--- src/rtl/adc_uart_packer.sv ---
`default_nettype none
// +----------------------------------------------------------------------------+
// | adc_uart_packer                                                            |
// | Buffers 12-bit ADC samples and frames them into bytes for uart_tx.         |
// | Optional: ADC_PKT_CHECKSUM_EN appends a third checksum byte per frame.     |
// | Revision: 1.0                                                              |
// +----------------------------------------------------------------------------+
module adc_uart_packer #(
    parameter int FIFO_DEPTH = 4,
    parameter int LEVEL_W    = 3
) (
    input  logic               clk,
    input  logic               reset,
    input  logic [11:0]        sample_in,
    input  logic               sample_valid,
    output logic [7:0]         data_to_tx,
    output logic               start_tx,
    input  logic               tx_busy,
    output logic [LEVEL_W-1:0] fifo_level,
    output logic               overflow,
    output logic               frame_done
);

    localparam int c_ptr_w = (FIFO_DEPTH > 1) ? $clog2(FIFO_DEPTH) : 1;
    localparam logic [LEVEL_W-1:0] c_full = LEVEL_W'(FIFO_DEPTH);
`ifdef ADC_PKT_CHECKSUM_EN
    localparam logic [1:0] c_last_idx = 2'd2;
`else
    localparam logic [1:0] c_last_idx = 2'd1;
`endif

    typedef enum logic [1:0] {
        IDLE      = 2'd0,
        SEND      = 2'd1,
        WAIT_ACK  = 2'd2,
        WAIT_DONE = 2'd3
    } state_t;

    logic [11:0]        r_mem [FIFO_DEPTH];
    logic [c_ptr_w-1:0] r_wr_ptr;
    logic [c_ptr_w-1:0] r_rd_ptr;
    logic [LEVEL_W-1:0] r_level;
    logic               r_pend_ovf;
    logic               r_overflow;

    state_t             r_state;
    state_t             w_state_d;
    logic [7:0]         r_data;
    logic [7:0]         w_data_d;
    logic               r_start;
    logic               w_start_d;
    logic [1:0]         r_byte_idx;
    logic [1:0]         w_idx_d;
    logic               r_frame_done;
    logic               w_done_d;
    logic [7:0]         r_byte1;
    logic [7:0]         w_next_byte;

    logic               w_full;
    logic               w_push;
    logic               w_drop;
    logic               w_pop;
    logic [11:0]        w_head;
    logic [7:0]         w_byte0;
    logic [7:0]         w_byte1;

    // Fullness is judged before any same-cycle pop.
    assign w_full  = (r_level == c_full);
    assign w_push  = sample_valid && !w_full;
    assign w_drop  = sample_valid && w_full;
    assign w_head  = r_mem[r_rd_ptr];
    assign w_byte0 = {1'b1, r_pend_ovf, w_head[11:6]};
    assign w_byte1 = {2'b00, w_head[5:0]};

`ifdef ADC_PKT_CHECKSUM_EN
    logic [7:0] r_byte2;
    logic [7:0] w_byte2;
    assign w_byte2     = {2'b01, w_head[11:6] ^ w_head[5:0]};
    assign w_next_byte = (r_byte_idx == 2'd0) ? r_byte1 : r_byte2;

    always_ff @(posedge clk or negedge reset) begin
        if (!reset) begin
            r_byte2 <= 8'h00;
        end else if (w_pop) begin
            r_byte2 <= w_byte2;
        end
    end
`else
    assign w_next_byte = r_byte1;
`endif

    always_ff @(posedge clk) begin
        if (w_push) begin
            r_mem[r_wr_ptr] <= sample_in;
        end
    end

    always_ff @(posedge clk or negedge reset) begin
        if (!reset) begin
            r_wr_ptr   <= '0;
            r_rd_ptr   <= '0;
            r_level    <= '0;
            r_pend_ovf <= 1'b0;
            r_overflow <= 1'b0;
            r_byte1    <= 8'h00;
        end else begin
            if (w_push) begin
                r_wr_ptr <= r_wr_ptr + c_ptr_w'(1);
            end
            if (w_pop) begin
                r_rd_ptr <= r_rd_ptr + c_ptr_w'(1);
                r_byte1  <= w_byte1;
            end
            case ({w_push, w_pop})
                2'b10:   r_level <= r_level + LEVEL_W'(1);
                2'b01:   r_level <= r_level - LEVEL_W'(1);
                default: r_level <= r_level;
            endcase
            // A drop in the pop cycle wins, so the flag carries to the next frame.
            if (w_drop) begin
                r_pend_ovf <= 1'b1;
                r_overflow <= 1'b1;
            end else if (w_pop) begin
                r_pend_ovf <= 1'b0;
            end
        end
    end

    always_ff @(posedge clk or negedge reset) begin
        if (!reset) begin
            r_state      <= IDLE;
            r_data       <= 8'h00;
            r_start      <= 1'b0;
            r_byte_idx   <= 2'd0;
            r_frame_done <= 1'b0;
        end else begin
            r_state      <= w_state_d;
            r_data       <= w_data_d;
            r_start      <= w_start_d;
            r_byte_idx   <= w_idx_d;
            r_frame_done <= w_done_d;
        end
    end

    always_comb begin
        w_state_d = r_state;
        w_data_d  = r_data;
        w_start_d = r_start;
        w_idx_d   = r_byte_idx;
        w_done_d  = 1'b0;
        w_pop     = 1'b0;
        case (r_state)
            IDLE: begin
                // Holding off while frame_done is high guarantees an idle gap.
                if ((r_level != '0) && !r_frame_done) begin
                    w_pop     = 1'b1;
                    w_data_d  = w_byte0;
                    w_start_d = 1'b1;
                    w_idx_d   = 2'd0;
                    w_state_d = SEND;
                end
            end
            SEND: begin
                if (tx_busy) begin
                    w_start_d = 1'b0;
                    w_state_d = WAIT_ACK;
                end
            end
            WAIT_ACK: begin
                w_state_d = WAIT_DONE;
            end
            WAIT_DONE: begin
                if (!tx_busy) begin
                    if (r_byte_idx == c_last_idx) begin
                        w_done_d  = 1'b1;
                        w_state_d = IDLE;
                    end else begin
                        w_idx_d   = r_byte_idx + 2'd1;
                        w_data_d  = w_next_byte;
                        w_start_d = 1'b1;
                        w_state_d = SEND;
                    end
                end
            end
            default: begin
                w_state_d = IDLE;
            end
        endcase
    end

    assign data_to_tx = r_data;
    assign start_tx   = r_start;
    assign fifo_level = r_level;
    assign overflow   = r_overflow;
    assign frame_done = r_frame_done;

endmodule
`default_nettype wire
--- config.mk ---
export PLATFORM = sky130hd
export DESIGN_NAME = adc_uart_packer
export DESIGN_NICKNAME = d
export VERILOG_FILES = /design/src/rtl/adc_uart_packer.sv
export SDC_FILE = /design/constraint.sdc
export NUM_CORES = 1
export LEC_CHECK = 0
export CORE_MARGIN = 4
export CORE_UTILIZATION = 34
export CTS_CLUSTER_SIZE = 25
export DETAILED_ROUTE_END_ITERATION = 16
export DONT_BUFFER_PORTS = 1
export GPL_TIMING_DRIVEN = 0
export MAX_ROUTING_LAYER = met4
export PLACE_DENSITY_LB_ADDON = 0.25
export SYNTH_ARGS = -nofsm -noshare
export SYNTH_HDL_FRONTEND = slang
export SYNTH_SLANG_ARGS = --single-unit
--- constraint.sdc ---
create_clock -name clk -period 3.06 [get_ports clk]
set_clock_uncertainty 0.05 [all_clocks]
set_input_delay 0.306 -clock clk [delete_from_list [all_inputs] [get_ports clk]]
set_output_delay 0.306 -clock clk [all_outputs]
set_load 0.03 [all_outputs]
## Yosys cells after proc, flatten, opt, wreduce, memory -nomap -nowiden

Memory sizes are Yosys's and may differ from the RTL's.
Index checks and enable logic that the tools add are counted.
Widths: inputs -> output; s select.

| storage, ports and cells | value |
|---|---|
| bits of input ports | 16 |
| register bits after elaboration | 29 |
| logic and storage cells | 70 |
| output and inout bits | 14 |
| memories kept | 1 |
| memory bits (writable) | 48 |

| operators by class | value |
|---|---|
| equal/unequal tests | 11 |
| reductions and logical operators | 14 |
| multiplexer cells | 28 |
| add/subtract/negate cells | 5 |

Memories:

| memory | words | bits a word | rd ports | clocked after memory_dff | write ports | line | text |
|---|---|---|---|---|---|---|---|
| r_mem | 4 | 12 | 1 | 0 | 1 | 39 | `logic [11:0] r_mem [FIFO_DEPTH];` |

Operators with widths:

| operator | number |
|---|---|
| $mux 8 | 3 |
| $pmux 8 s2 | 1 |
| $mux 1 | 14 |
| $mux 2 | 6 |
| $ne 2x2->1 const B | 4 |
| $pmux 2 s4 | 1 |
| $add 2x1->2 const B | 3 |
| $eq 2x1->1 const B | 3 |
| $eq 2x2->1 const B | 3 |
| $pmux 3 s2 | 1 |
| $reduce_bool 2->1 | 3 |
| $reduce_bool 3->1 | 2 |
| $reduce_and 5->1 | 1 |
| $pmux 2 s2 | 1 |
| $reduce_and 4->1 | 1 |
| $add 3x1->3 const B | 1 |
| $eq 3x3->1 const B | 1 |
| $logic_and 1x1->1 | 3 |
| $pmux 1 s3 | 1 |
| $reduce_and 3->1 | 1 |
| $sub 3x1->3 const B | 1 |
| $logic_not 1->1 | 2 |
| $logic_not 2->1 | 1 |

## Longest topological paths before layout

Gate-level depths: netlist of the first run.

| logic depth | value |
|---|---|
| depth in word-level cells | 6 |
| depth in mapped cells | 10 |
| mapped depth without buffers | 9 |

## Worst setup path before layout of the first run

No wires, ideal clock.

| timing path | value |
|---|---|
| path kind | flip-flop to flip-flop |
| from | register r_state[0] |
| to | register r_level[2] (netlist: fifo_level[2]) |
| slack | 0.832 ns |
| data required time | 2.929 ns |
| arrival time | 2.097 ns |
| clock period less this slack | 2.228 ns |
| library setup time | 0.081 ns |
| cell stages (with the launch flop) | 11 |
| path through | dfrtp_1 > inv_1 > ha_1 > nor3b_1 > buf_2 > ha_1 > inv_1 > fa_1 > xor2_1 > nor2_1 > xor2_1 |

| between the ends | value |
|---|---|
| longest elaborated chain between the ends | 4 |
| elaborated cells on any way between the ends | 6 |

RTL lines:

| item | line | text |
|---|---|---|
| start, declared | 46 | `state_t r_state;` |
| start signal, assigned | 137 | `r_state <= w_state_d;` |
| $logic_not 2->1 (*) | 152 | `case (r_state)` |
| $mux 1 (*) | 152 |  |
| via w_pop | 62 | `logic w_pop;` |
| $eq 2x1->1 or $eq 2x2->1 (tied branches) | 114 | `case ({w_push, w_pop})` |
| $pmux 3 s2 or $reduce_bool 2->1 (tied branches) | n/a |  |
| end signal, assigned | 115 | `2'b10: r_level <= r_level + LEVEL_W'(1);` |
| end signal, assigned | 116 | `2'b01: r_level <= r_level - LEVEL_W'(1);` |
| end signal, assigned | 117 | `default: r_level <= r_level;` |
| end, declared | 42 | `logic [LEVEL_W-1:0] r_level;` |

Mark *: on every way through the listed nets, which the timed path passes. The rest lies on a longest branch.
A chain may end at the register's enable or synchronous reset.

## Final worst setup path of the first run

Same ends and word-level chain as after synthesis.

==> results of run 1 <==
==> state kept, by name, indices dropped and copies added (netlist names) <==
register    cells
data_to_tx      8
fifo_level      3
frame_done      1
overflow        1
r_byte1         6
r_byte_idx      2
r_mem          48
r_pend_ovf      1
r_rd_ptr        2
r_state         2
r_wr_ptr        2
start_tx        1
==> layout make-up <==
type / count / share of cell area (%)
Timing Repair Buffer: 14 / 4.01
Inverter: 10 / 1.00
Tap cell: 129 / 4.32
Clock buffer: 10 / 3.41
Buffer: 7 / 1.27
Multi-Input combinational cell: 104 / 26.2
Sequential cell: 77 / 57.9
Clock inverter: 6 / 1.84
==> cell usage after synthesis, drive strengths merged <==
library cell / n / area share, %
fa: 1 / 0.62
dfrtp: 29 / 22
mux4: 6 / 4.2
nand2b: 2 / 0.39
o31ai: 1 / 0.23
buf: 5 / 1.2
mux2: 19 / 6.6
nor3: 8 / 1.4
a32o: 1 / 0.31
xor2: 3 / 0.81
a21oi: 1 / 0.15
a221oi: 1 / 0.27
nor3b: 1 / 0.23
inv: 10 / 1.2
o21a: 1 / 0.46
o21ai: 9 / 1.4
a2111oi: 1 / 0.27
and2: 4 / 0.77
or4b: 1 / 0.31
a21boi: 1 / 0.23
nor2b: 2 / 0.39
o41ai: 1 / 0.27
o22ai: 1 / 0.19
mux2i: 7 / 2.2
and3b: 1 / 0.27
ha: 11 / 4.3
nand3: 2 / 0.31
nor2: 5 / 0.66
edfxtp: 48 / 45
nand2: 4 / 0.46
a221o: 6 / 1.9
xnor2: 3 / 0.81
clkbuf: 2 / 0.23
==> logic make-up (layout without fill, tap and decap cells) <==
family | Yosys count | after routing | share of synthesized area, %
AO/OA/AOI/OAI | 24 | 24 | 5.65
XOR/XNOR | 6 | 6 | 1.63
adder cells (fa/ha/maj) | 12 | 12 | 4.88
buffers and inverters | 17 | 47 | 2.63
flip-flops | 77 | 77 | 67.1
multiplexers | 32 | 32 | 13.0
AND/OR/NAND/NOR | 30 | 30 | 5.19
==> routing by layer <==
| layer | vias up | wire [um] |
|---|---|---|
| met2 | 36 | 2810 |
| met4 | 0 | 27 |
| met5 | - | 0 |
| met1 | 825 | 2820 |
| li1 | 798 | - |
| met3 | 2 | 296 |
==> power breakdown <==
| part | switching, mW | internal [mW] | total, mW |
|---|---|---|---|
| clock network | 0.382 | 0.384 | 0.766 |
| logic | 0.674 | 0.608 | 1.28 |
| registers | 0.323 | 1.43 | 1.76 |
| total | 1.38 | 2.43 | 3.80 |
==> worst max-delay path by stage <==
stage / to / slack, ns / depth (start not counted)
6_report: fifo_level[2]$_DFFE_PN0P_ / 0.61 / 10
2_1_floorplan: fifo_level[2]$_DFFE_PN0P_ / 0.83 / 10
5_1_grt: fifo_level[2]$_DFFE_PN0P_ / 0.41 / 10
3_5_place_dp: fifo_level[2]$_DFFE_PN0P_ / 0.60 / 10
3_3_place_gp: fifo_level[2]$_DFFE_PN0P_ / 0.63 / 10
4_1_cts: fifo_level[2]$_DFFE_PN0P_ / 0.57 / 10
==> metrics by stage <==
step | std cells | total power [mW] | utilization [%] | cell area, sq um | hold slack, ns
2_1_floorplan | 198 | 2.73 | - | 3230 | -0.0396
3_3_place_gp | 327 | 3.03 | 36.7 | 3390 | -0.0388
3_5_place_dp | 327 | 3.06 | 36.7 | 3390 | -0.0385
4_1_cts | 357 | 3.87 | 40.5 | 3740 | 0.0751
5_1_grt | 357 | 4.09 | 40.5 | 3740 | 0.0628
6_report | 357 | 3.80 | 40.5 | 3740 | 0.0915
==> results.py, run 1 <==
metrics = {
    "floorplanning": {
        "core_area_sq_mm": 0.00924,
        "die_x_um": 105,
        "rows": 35,
        "die-area_sq_mm": 0.0111,
        "num_io_pins": 30,
        "fp.dieH_um": 105,
        "start_util_pct": 35.0,
    },
    "worst_setup_path": {
        "critPathRequiredTime_ns": 3.28,
        "path_buf_inv": 3,
        "crit_chain": "inv_1 -> ha_1 -> nor3b_1 -> buf_2 -> ha_1 -> inv_1 -> fa_1 -> xor2_1 -> nor2_1 -> xor2_1",
        "crit_start": "r_state[0]$_DFFE_PN0P_",
        "crit_fanout": 10,
        "r2r-end": "fifo_level[2]$_DFFE_PN0P_",
        "cp.arrival_ns": 2.67,
        "critPathCaptureType": "flip-flop",
        "r2r_setup_slack_ns": 0.61,
        "cp_slowest_cell": "dfrtp_1",
        "start_kind": "flip-flop",
        "crit_family": "adder cells",
        "critPathKind": "flip-flop to flip-flop",
        "reg2reg_depth": 10,
        "worstReg2RegStart": "r_state[0]$_DFFE_PN0P_",
        "critPathMaxStageDelay_ns": 0.41,
    },
    "final_layout": {
        "fill_cells": 858,
        "nets": 251,
        "mostFrequentLayoutCell": "edfxtp_1",
        "syn2layout_area_growth_pct": 15.7,
        "drive_above_1_share_pct": 21.5,
        "layout_common_cells": "edfxtp_1, dfrtp_1, mux2_2",
        "num_antenna_cells": 0,
        "multiInputGateArea_sq_um": 980,
        "ff_latch_area_sq_mm": 0.00217,
    },
    "clocking": {
        "cts_tree": "yes",
        "cts_sinks": 77,
        "h-tree-depth": 3,
        "cts-root-buf": "clkbuf_8",
        "clk_pin_slew_worst_paths_ns": 0.08,
        "ctsResizeCount": 0,
        "post-cts-setup-buffers": 0,
        "clockBufferDepth": 2,
        "hold_buffers": 14,
        "clkLatencyLatePin_ns": 0.34,
        "cts_buffers": 9,
    },
    "yosys": {
        "synth.cell_area_sq_mm": 0.00323,
        "synth_seq_cells": 77,
        "postSynthAreaPerCell_sq_um": 16.3,
        "syn_nets": 226,
        "synthCells": 198,
        "seq_area_frac_synth_pct": 67.1,
        "yosys_warnings": 0,
        "yosys.cell_types.count": 37,
    },
    "outcome": {
        "outcome": "complete, no violations",
    },
    "worst_hold_path": {
        "min_path_cells": 1,
        "hp-start": "tx_busy",
        "min_path_type": "input port to flip-flop",
        "hold-path-endpoint": "frame_done$_DFF_PN0_",
    },
    "flow_run": {
        "drv_cap": 0,
    },
    "global_route": {
        "grt_max_degree": 30,
        "met1_usage_pct": 15.5,
        "antenna_found_initial": 0,
        "grt_pass1_vias": 1824,
        "globalRoute.totalOverflow": 0,
        "busiest_layer": "met2",
        "grt_first_pass_wirelength_um": 9870,
        "use_met3_pct": 4.65,
        "grt_util_met2_pct": 18.1,
        "track_usage_pct": 12.1,
    },
    "route": {
        "dr_total_vias": 1661,
        "drtAntennaViolNets": 0,
        "dr.pass1.iters": 4,
        "drt-initial-drc-count": 34,
        "viasPerCell": 4.65,
        "drt-total-wl_um": 5950,
        "wl_per_cell_um": 16.7,
        "drc": 0,
    },
    "sta": {
        "rsz0062_at_grt": "no",
        "finalSetupViolations": 0,
        "period_needed_ns": 2.45,
        "worst_slew_pin_slew_ns": 0.728,
        "finalCritPeriodShare_pct": 79.9,
        "timing.final.ws_setup_ns": 0.614,
        "timing.fmax_mhz": 409,
        "drv_slew": 0,
        "slew_headroom_pct": 51.5,
        "tns_ns": 0,
        "hold_violations": 0,
    },
    "place": {
        "place.port_buffers": 0,
        "gp_congestion": 0.762,
        "pre_cts_slack_ns": 0.596,
        "dp_hpwl_um": 3880,
    },
    "power_and_ir_drop": {
        "peakVddDrop_v": 0.000333,
        "p_leak_nw": 1.39,
        "power.density_mw_per_mm2": 1020,
    },
}
Power figures use the tool's default switching activity.
==> run 2: changes to the inputs <==
==> constraint.sdc (replaced) <==
create_clock -name clk -period 2.1 [get_ports clk]
set_clock_uncertainty 0.05 [all_clocks]
set_input_delay 0.21 -clock clk [delete_from_list [all_inputs] [get_ports clk]]
set_output_delay 0.21 -clock clk [all_outputs]
set_load 0.03 [all_outputs]
==> run 2 against run 1 <==
Routed wire length grew 2.6%. Highest routed layer unchanged. Global-route usage is 0.14 points lower. Total power increased by 50%. Cell count up 1.7%. Largest power group unchanged. Register-to-register slack got worse by 0.52 ns. Fmax is 22% higher.
==> results.py, run 2 (synthesis results as in run 1) <==
metrics = {
    "route": {
        "wl_per_cell_um": 16.8,
        "drc": 0,
        "m1WireLength_um": 2710,
        "drt-initial-drc-count": 71,
        "top_layer": "met4",
        "wl_met2_um": 3090,
        "viasPerCell": 4.65,
        "dr_total_vias": 1689,
        "drtAntennaViolNets": 0,
        "dr.pass1.iters": 4,
        "drt-total-wl_um": 6110,
        "dr_wl_met3_um": 248,
    },
    "place": {
        "dp_hpwl_um": 3940,
        "gp_congestion": 0.743,
        "placedCellCount": 327,
        "place.port_buffers": 0,
        "pre_cts_slack_ns": -0.218,
        "dpl_cell_area_sq_mm": 0.00342,
    },
    "final_layout": {
        "syn2layout_area_growth_pct": 19.1,
        "nets": 257,
        "drive_above_1_share_pct": 28.6,
        "largest_reg_flops": 48,
        "layout_common_cells": "edfxtp_1, dfrtp_1, mux2_2",
        "design_area_sq_mm": 0.00385,
        "instances_no_fill": 363,
        "largest-register": "r_mem",
        "mostFrequentLayoutCell": "edfxtp_1",
        "num_antenna_cells": 0,
        "fin_util_pct": 41.7,
    },
    "power_and_ir_drop": {
        "pwr-share-comb_pct": 35.6,
        "switching_share_pct": 36.0,
        "seqPwrFrac_pct": 45.2,
        "internal_power_mw": 3.66,
        "p_sw_mw": 2.06,
        "clkPwrFrac_pct": 19.3,
        "power.density_mw_per_mm2": 1490,
        "p_leak_nw": 1.41,
        "peakVddDrop_v": 0.000515,
    },
    "clocking": {
        "clkLatencyLatePin_ns": 0.35,
        "cts_tree": "yes",
        "h-tree-depth": 3,
        "cts_sinks": 77,
        "cts_buffers": 9,
        "clockBufferDepth": 2,
        "cts-root-buf": "clkbuf_8",
        "clk_pin_slew_worst_paths_ns": 0.08,
    },
    "global_route": {
        "grt_first_pass_wirelength_um": 9630,
        "globalRoute.totalOverflow": 0,
        "antenna_found_initial": 0,
        "grt_max_degree": 30,
        "grt_pass1_vias": 1778,
        "track_usage_pct": 11.9,
    },
    "sta": {
        "timing.final.ws_setup_ns": 0.0899,
        "finalCritPeriodShare_pct": 95.7,
        "hold_violations": 0,
        "finalSetupViolations": 0,
        "hold_ws_ns": 0.0294,
        "timing.fmax_mhz": 497,
        "worst_slew_pin_slew_ns": 0.698,
        "drv_slew": 0,
        "slew_headroom_pct": 53.5,
        "period_needed_ns": 2.01,
        "rsz0062_at_grt": "yes",
    },
    "floorplanning": {
        "die_x_um": 105,
        "die-area_sq_mm": 0.0111,
        "start_util_pct": 35.0,
        "core_area_sq_mm": 0.00924,
        "fp.dieH_um": 105,
        "num_io_pins": 30,
        "rows": 35,
    },
    "worst_setup_path": {
        "crit_fanout": 8,
        "start_kind": "flip-flop",
        "critPathCaptureType": "flip-flop",
        "cp.arrival_ns": 2.23,
        "critPathRequiredTime_ns": 2.32,
        "critPathKind": "flip-flop to flip-flop",
    },
    "outcome": {
        "outcome": "complete, no violations",
    },
    "flow_run": {
        "drv_cap": 0,
    },
    "worst_hold_path": {
        "min_path_type": "input port to flip-flop",
    },
}
## run 2: changes by cell type in the layout (fill, tap and decap cells not counted), sizes merged
cell,previous run,this run
clkinvlp,1,3
buf,6,11
inv,13,11
clkinv,1,0
dlygate4sd3,13,14
clkbuf,12,13
## run 2: critical path, cell delays in order (launching register included)
cell and delay (ns):
dfrtp_2 0.51, nor2_2 0.21, a21boi_4 0.11, inv_1 0.12
ha_4 0.15, inv_2 0.03, fa_2 0.32, xor2_1 0.14
nor2_1 0.13, xor2_1 0.15
## run 2: routing by layer
metal,track usage [%],up-vias
met2,18.6,26
met5,-,-
met4,4.44,0
met1,14.4,842
met3,4.16,7
li1,-,814
## run 2: final timing paths
path | slack, ns | startpoint | end | cells past startpoint
hold reg to reg | 0.46 | r_byte_idx[0]$_DFFE_PN0P_ | r_byte_idx[0]$_DFFE_PN0P_ | 1
hold / removal | 0.03 | sample_valid | overflow$_DFFE_PN0P_ | 2
max in group asynchronous | 1.55 | reset | fifo_level[1]$_DFFE_PN0P_ | 2
min in group asynchronous | 0.27 | reset | fifo_level[2]$_DFFE_PN0P_ | 2
setup reg to reg | 0.09 | fifo_level[1]$_DFFE_PN0P_ | fifo_level[2]$_DFFE_PN0P_ | 9
setup / recovery | 0.09 | fifo_level[1]$_DFFE_PN0P_ | fifo_level[2]$_DFFE_PN0P_ | 9
## run 2: metrics by stage
step	power [mW]	setup TNS (ns)
final	5.72	0
after global routing	6.10	-0.153
after CTS	5.66	-3.27
after detailed placement	4.51	-6.37
after global placement	4.46	-6.02
after floorplan	4.01	0
## run 2: what timing repair did
item,CTS,global route
endpoints found under the setup margin,50,50
hold endpoints to repair,78,0
gates cloned,0,0
pin swaps,0,2
hold buffers,15,0
resized for setup,4,7
buffers inserted,0,5
## run 2: area by class of cell
cell class              instances  area [sq um]
multi-input cells             104          1030
fillers                       855          5390
well taps                     129           161
plain buffers                   7          53.8
flip-flops and latches         77          2170
clock inverters                 5          61.3
clock buffers                  11           131
inverters                      10          37.5
repair buffers                 20           198
## run 2: power groups by stage
stage | registers [mW] | logic [mW] | clock network [mW]
5_1_grt | 2.64 | 2.26 | 1.20
3_5_place_dp | 2.62 | 1.88 | 0
6_report | 2.58 | 2.03 | 1.10
3_3_place_gp | 2.61 | 1.85 | 0
2_1_floorplan | 2.52 | 1.49 | 0
4_1_cts | 2.59 | 1.94 | 1.13
==> run 3: changes to the inputs <==
--- a/config.mk
+++ b/config.mk
@@ -9,7 +9,7 @@
 export CORE_UTILIZATION = 34
 export CTS_CLUSTER_SIZE = 25
 export DETAILED_ROUTE_END_ITERATION = 16
-export DONT_BUFFER_PORTS = 1
+export GPL_ROUTABILITY_DRIVEN = 0
 export GPL_TIMING_DRIVEN = 0
 export MAX_ROUTING_LAYER = met4
 export PLACE_DENSITY_LB_ADDON = 0.25
==> run 3 against run 2 <==
First-iteration DRC count rose by 25%. Setup slack improved by 0.019 ns. Critical endpoint unchanged. Clock-buffer cell count down 2. Critical path type unchanged.
==> results.py, run 3 (synthesis results as in run 1) <==
metrics = {
    "global_route": {
        "grt_first_pass_wirelength_um": 9540,
        "globalRoute.totalOverflow": 0,
        "antenna_found_initial": 0,
        "track_usage_pct": 11.7,
        "grt_max_degree": 30,
        "grt_pass1_vias": 1814,
    },
    "route": {
        "wl_per_cell_um": 15.5,
        "drt-total-wl_um": 5890,
        "dr_total_vias": 1786,
        "drtAntennaViolNets": 0,
        "viasPerCell": 4.69,
        "drc": 0,
        "drt-initial-drc-count": 89,
        "dr.pass1.iters": 4,
    },
    "power_and_ir_drop": {
        "total_power_mw": 6.09,
        "p_leak_nw": 1.50,
        "power.density_mw_per_mm2": 1510,
        "peakVddDrop_v": 0.000437,
    },
    "sta": {
        "finalSetupViolations": 0,
        "finalCritPeriodShare_pct": 94.8,
        "rsz0062_at_grt": "no",
        "period_needed_ns": 1.99,
        "slew_headroom_pct": 54.3,
        "drv_slew": 0,
        "timing.fmax_mhz": 502,
        "worst_slew_pin_slew_ns": 0.685,
        "hold_violations": 0,
    },
    "final_layout": {
        "mostFrequentLayoutCell": "edfxtp_1",
        "ff_latch_area_sq_mm": 0.00217,
        "fin_util_pct": 43.6,
        "syn2layout_area_growth_pct": 24.7,
        "nets": 275,
        "fill_cells": 844,
        "multiInputGateArea_sq_mm": 0.00103,
        "num_antenna_cells": 0,
        "largest-register": "r_mem",
        "layout_common_cells": "edfxtp_1, clkdlybuf4s50_1, dfrtp_1",
        "largest_reg_flops": 48,
        "design_area_sq_mm": 0.00403,
        "drive_above_1_share_pct": 28.2,
    },
    "outcome": {
        "outcome": "complete, no violations",
    },
    "clocking": {
        "clk_pin_slew_worst_paths_ns": 0.08,
        "cts_buffers": 9,
        "clkLatencyLatePin_ns": 0.34,
        "cts-root-buf": "clkbuf_8",
        "cts_sinks": 77,
        "clockBufferDepth": 2,
        "cts_tree": "yes",
        "h-tree-depth": 3,
    },
    "place": {
        "dpl_cell_area_sq_mm": 0.00370,
        "place.port_buffers": 29,
        "dp_hpwl_um": 3810,
    },
    "worst_setup_path": {
        "r2r-end": "fifo_level[2]$_DFFE_PN0P_",
        "critPathCaptureType": "flip-flop",
        "start_kind": "flip-flop",
        "r2r_setup_slack_ns": 0.11,
        "critPathRequiredTime_ns": 2.33,
        "crit_fanout": 3,
        "worstReg2RegStart": "r_state[1]$_DFFE_PN0P_",
        "cp.arrival_ns": 2.22,
        "critPathKind": "flip-flop to flip-flop",
        "reg2reg_depth": 10,
    },
    "floorplanning": {
        "die-area_sq_mm": 0.0111,
        "core_area_sq_mm": 0.00924,
        "num_io_pins": 30,
        "rows": 35,
        "fp.dieH_um": 105,
        "start_util_pct": 35.0,
        "die_x_um": 105,
    },
    "worst_hold_path": {
        "min_path_type": "input port to asynchronous set/reset pin",
    },
    "flow_run": {
        "drv_cap": 0,
    },
}
run 3: how the worst max path moves through the flow:
stage                               from                        end  slack (ns)  cells past startpoint
3_3_place_gp                sample_valid      r_mem[3][3]$_DFFE_PP_       -0.26                      3
3_5_place_dp                sample_valid      r_mem[3][3]$_DFFE_PP_       -0.22                      3
5_1_grt        fifo_level[1]$_DFFE_PN0P_  fifo_level[2]$_DFFE_PN0P_        0.03                      9
6_report          r_state[1]$_DFFE_PN0P_  fifo_level[2]$_DFFE_PN0P_        0.11                     10
4_1_cts        fifo_level[0]$_DFFE_PN0P_     r_mem[3][10]$_DFFE_PP_       0.001                      3
2_1_floorplan  fifo_level[2]$_DFFE_PN0P_  fifo_level[2]$_DFFE_PN0P_       0.006                      9
run 3: through the flow:
stage | worst slack [ns] | hold slack, ns | instances | setup TNS, ns
floorplan | 0.00610 | -0.136 | 198 | 0
global placement | -0.260 | 0.401 | 356 | -11.43
detailed placement | -0.220 | 0.250 | 356 | -9.33
CTS | 0.00102 | 0.403 | 377 | 0
global route | 0.0279 | 0.437 | 381 | 0
finish | 0.109 | 0.383 | 381 | 0
run 3: worst max-delay path, cell delays in order, from the launching register on:
cell and delay [ns]:
dfrtp_1 0.40, inv_2 0.10, ha_4 0.15, nor3b_4 0.18, buf_6 0.13, ha_4 0.12, inv_1 0.05, fa_2 0.33
xor2_1 0.14, nor2_1 0.13, xor2_1 0.15
run 3: repair_timing:
| item | in CTS | in global routing |
|---|---|---|
| pin swaps | 0 | 2 |
| setup endpoints to repair | 1 | 54 |
| endpoints found under the hold margin | 29 | 0 |
| resized for setup | 1 | 10 |
| hold buffers | 1 | 0 |
| cloned | 0 | 0 |
| setup buffers | 4 | 4 |
run 3: final cells by class:
type                            instances  share of cell area (%)
Buffer                                  7                    1.37
Clock buffer                            9                    3.07
Clock inverter                          7                    2.42
Inverter                               10                   0.932
Multi-Input combinational cell        104                    25.5
Sequential cell                        77                    53.9
Tap cell                              129                    4.01
Timing Repair Buffer                   38                    8.82
run 3: metal layers:
layer,global-route usage (%),vias to the layer above,part of all wire (%)
li1,-,849,-
met1,14.5,902,47
met2,17.9,28,49
met3,3.43,7,3.2
met4,5.00,0,1.5
met5,-,-,0
run 3: power breakdown:
part	switching, mW	leakage (nW)	internal [mW]	total [mW]
clock network	0.556	0.108	0.675	1.23
logic	1.31	0.608	1.24	2.55
registers	0.218	0.784	2.09	2.31
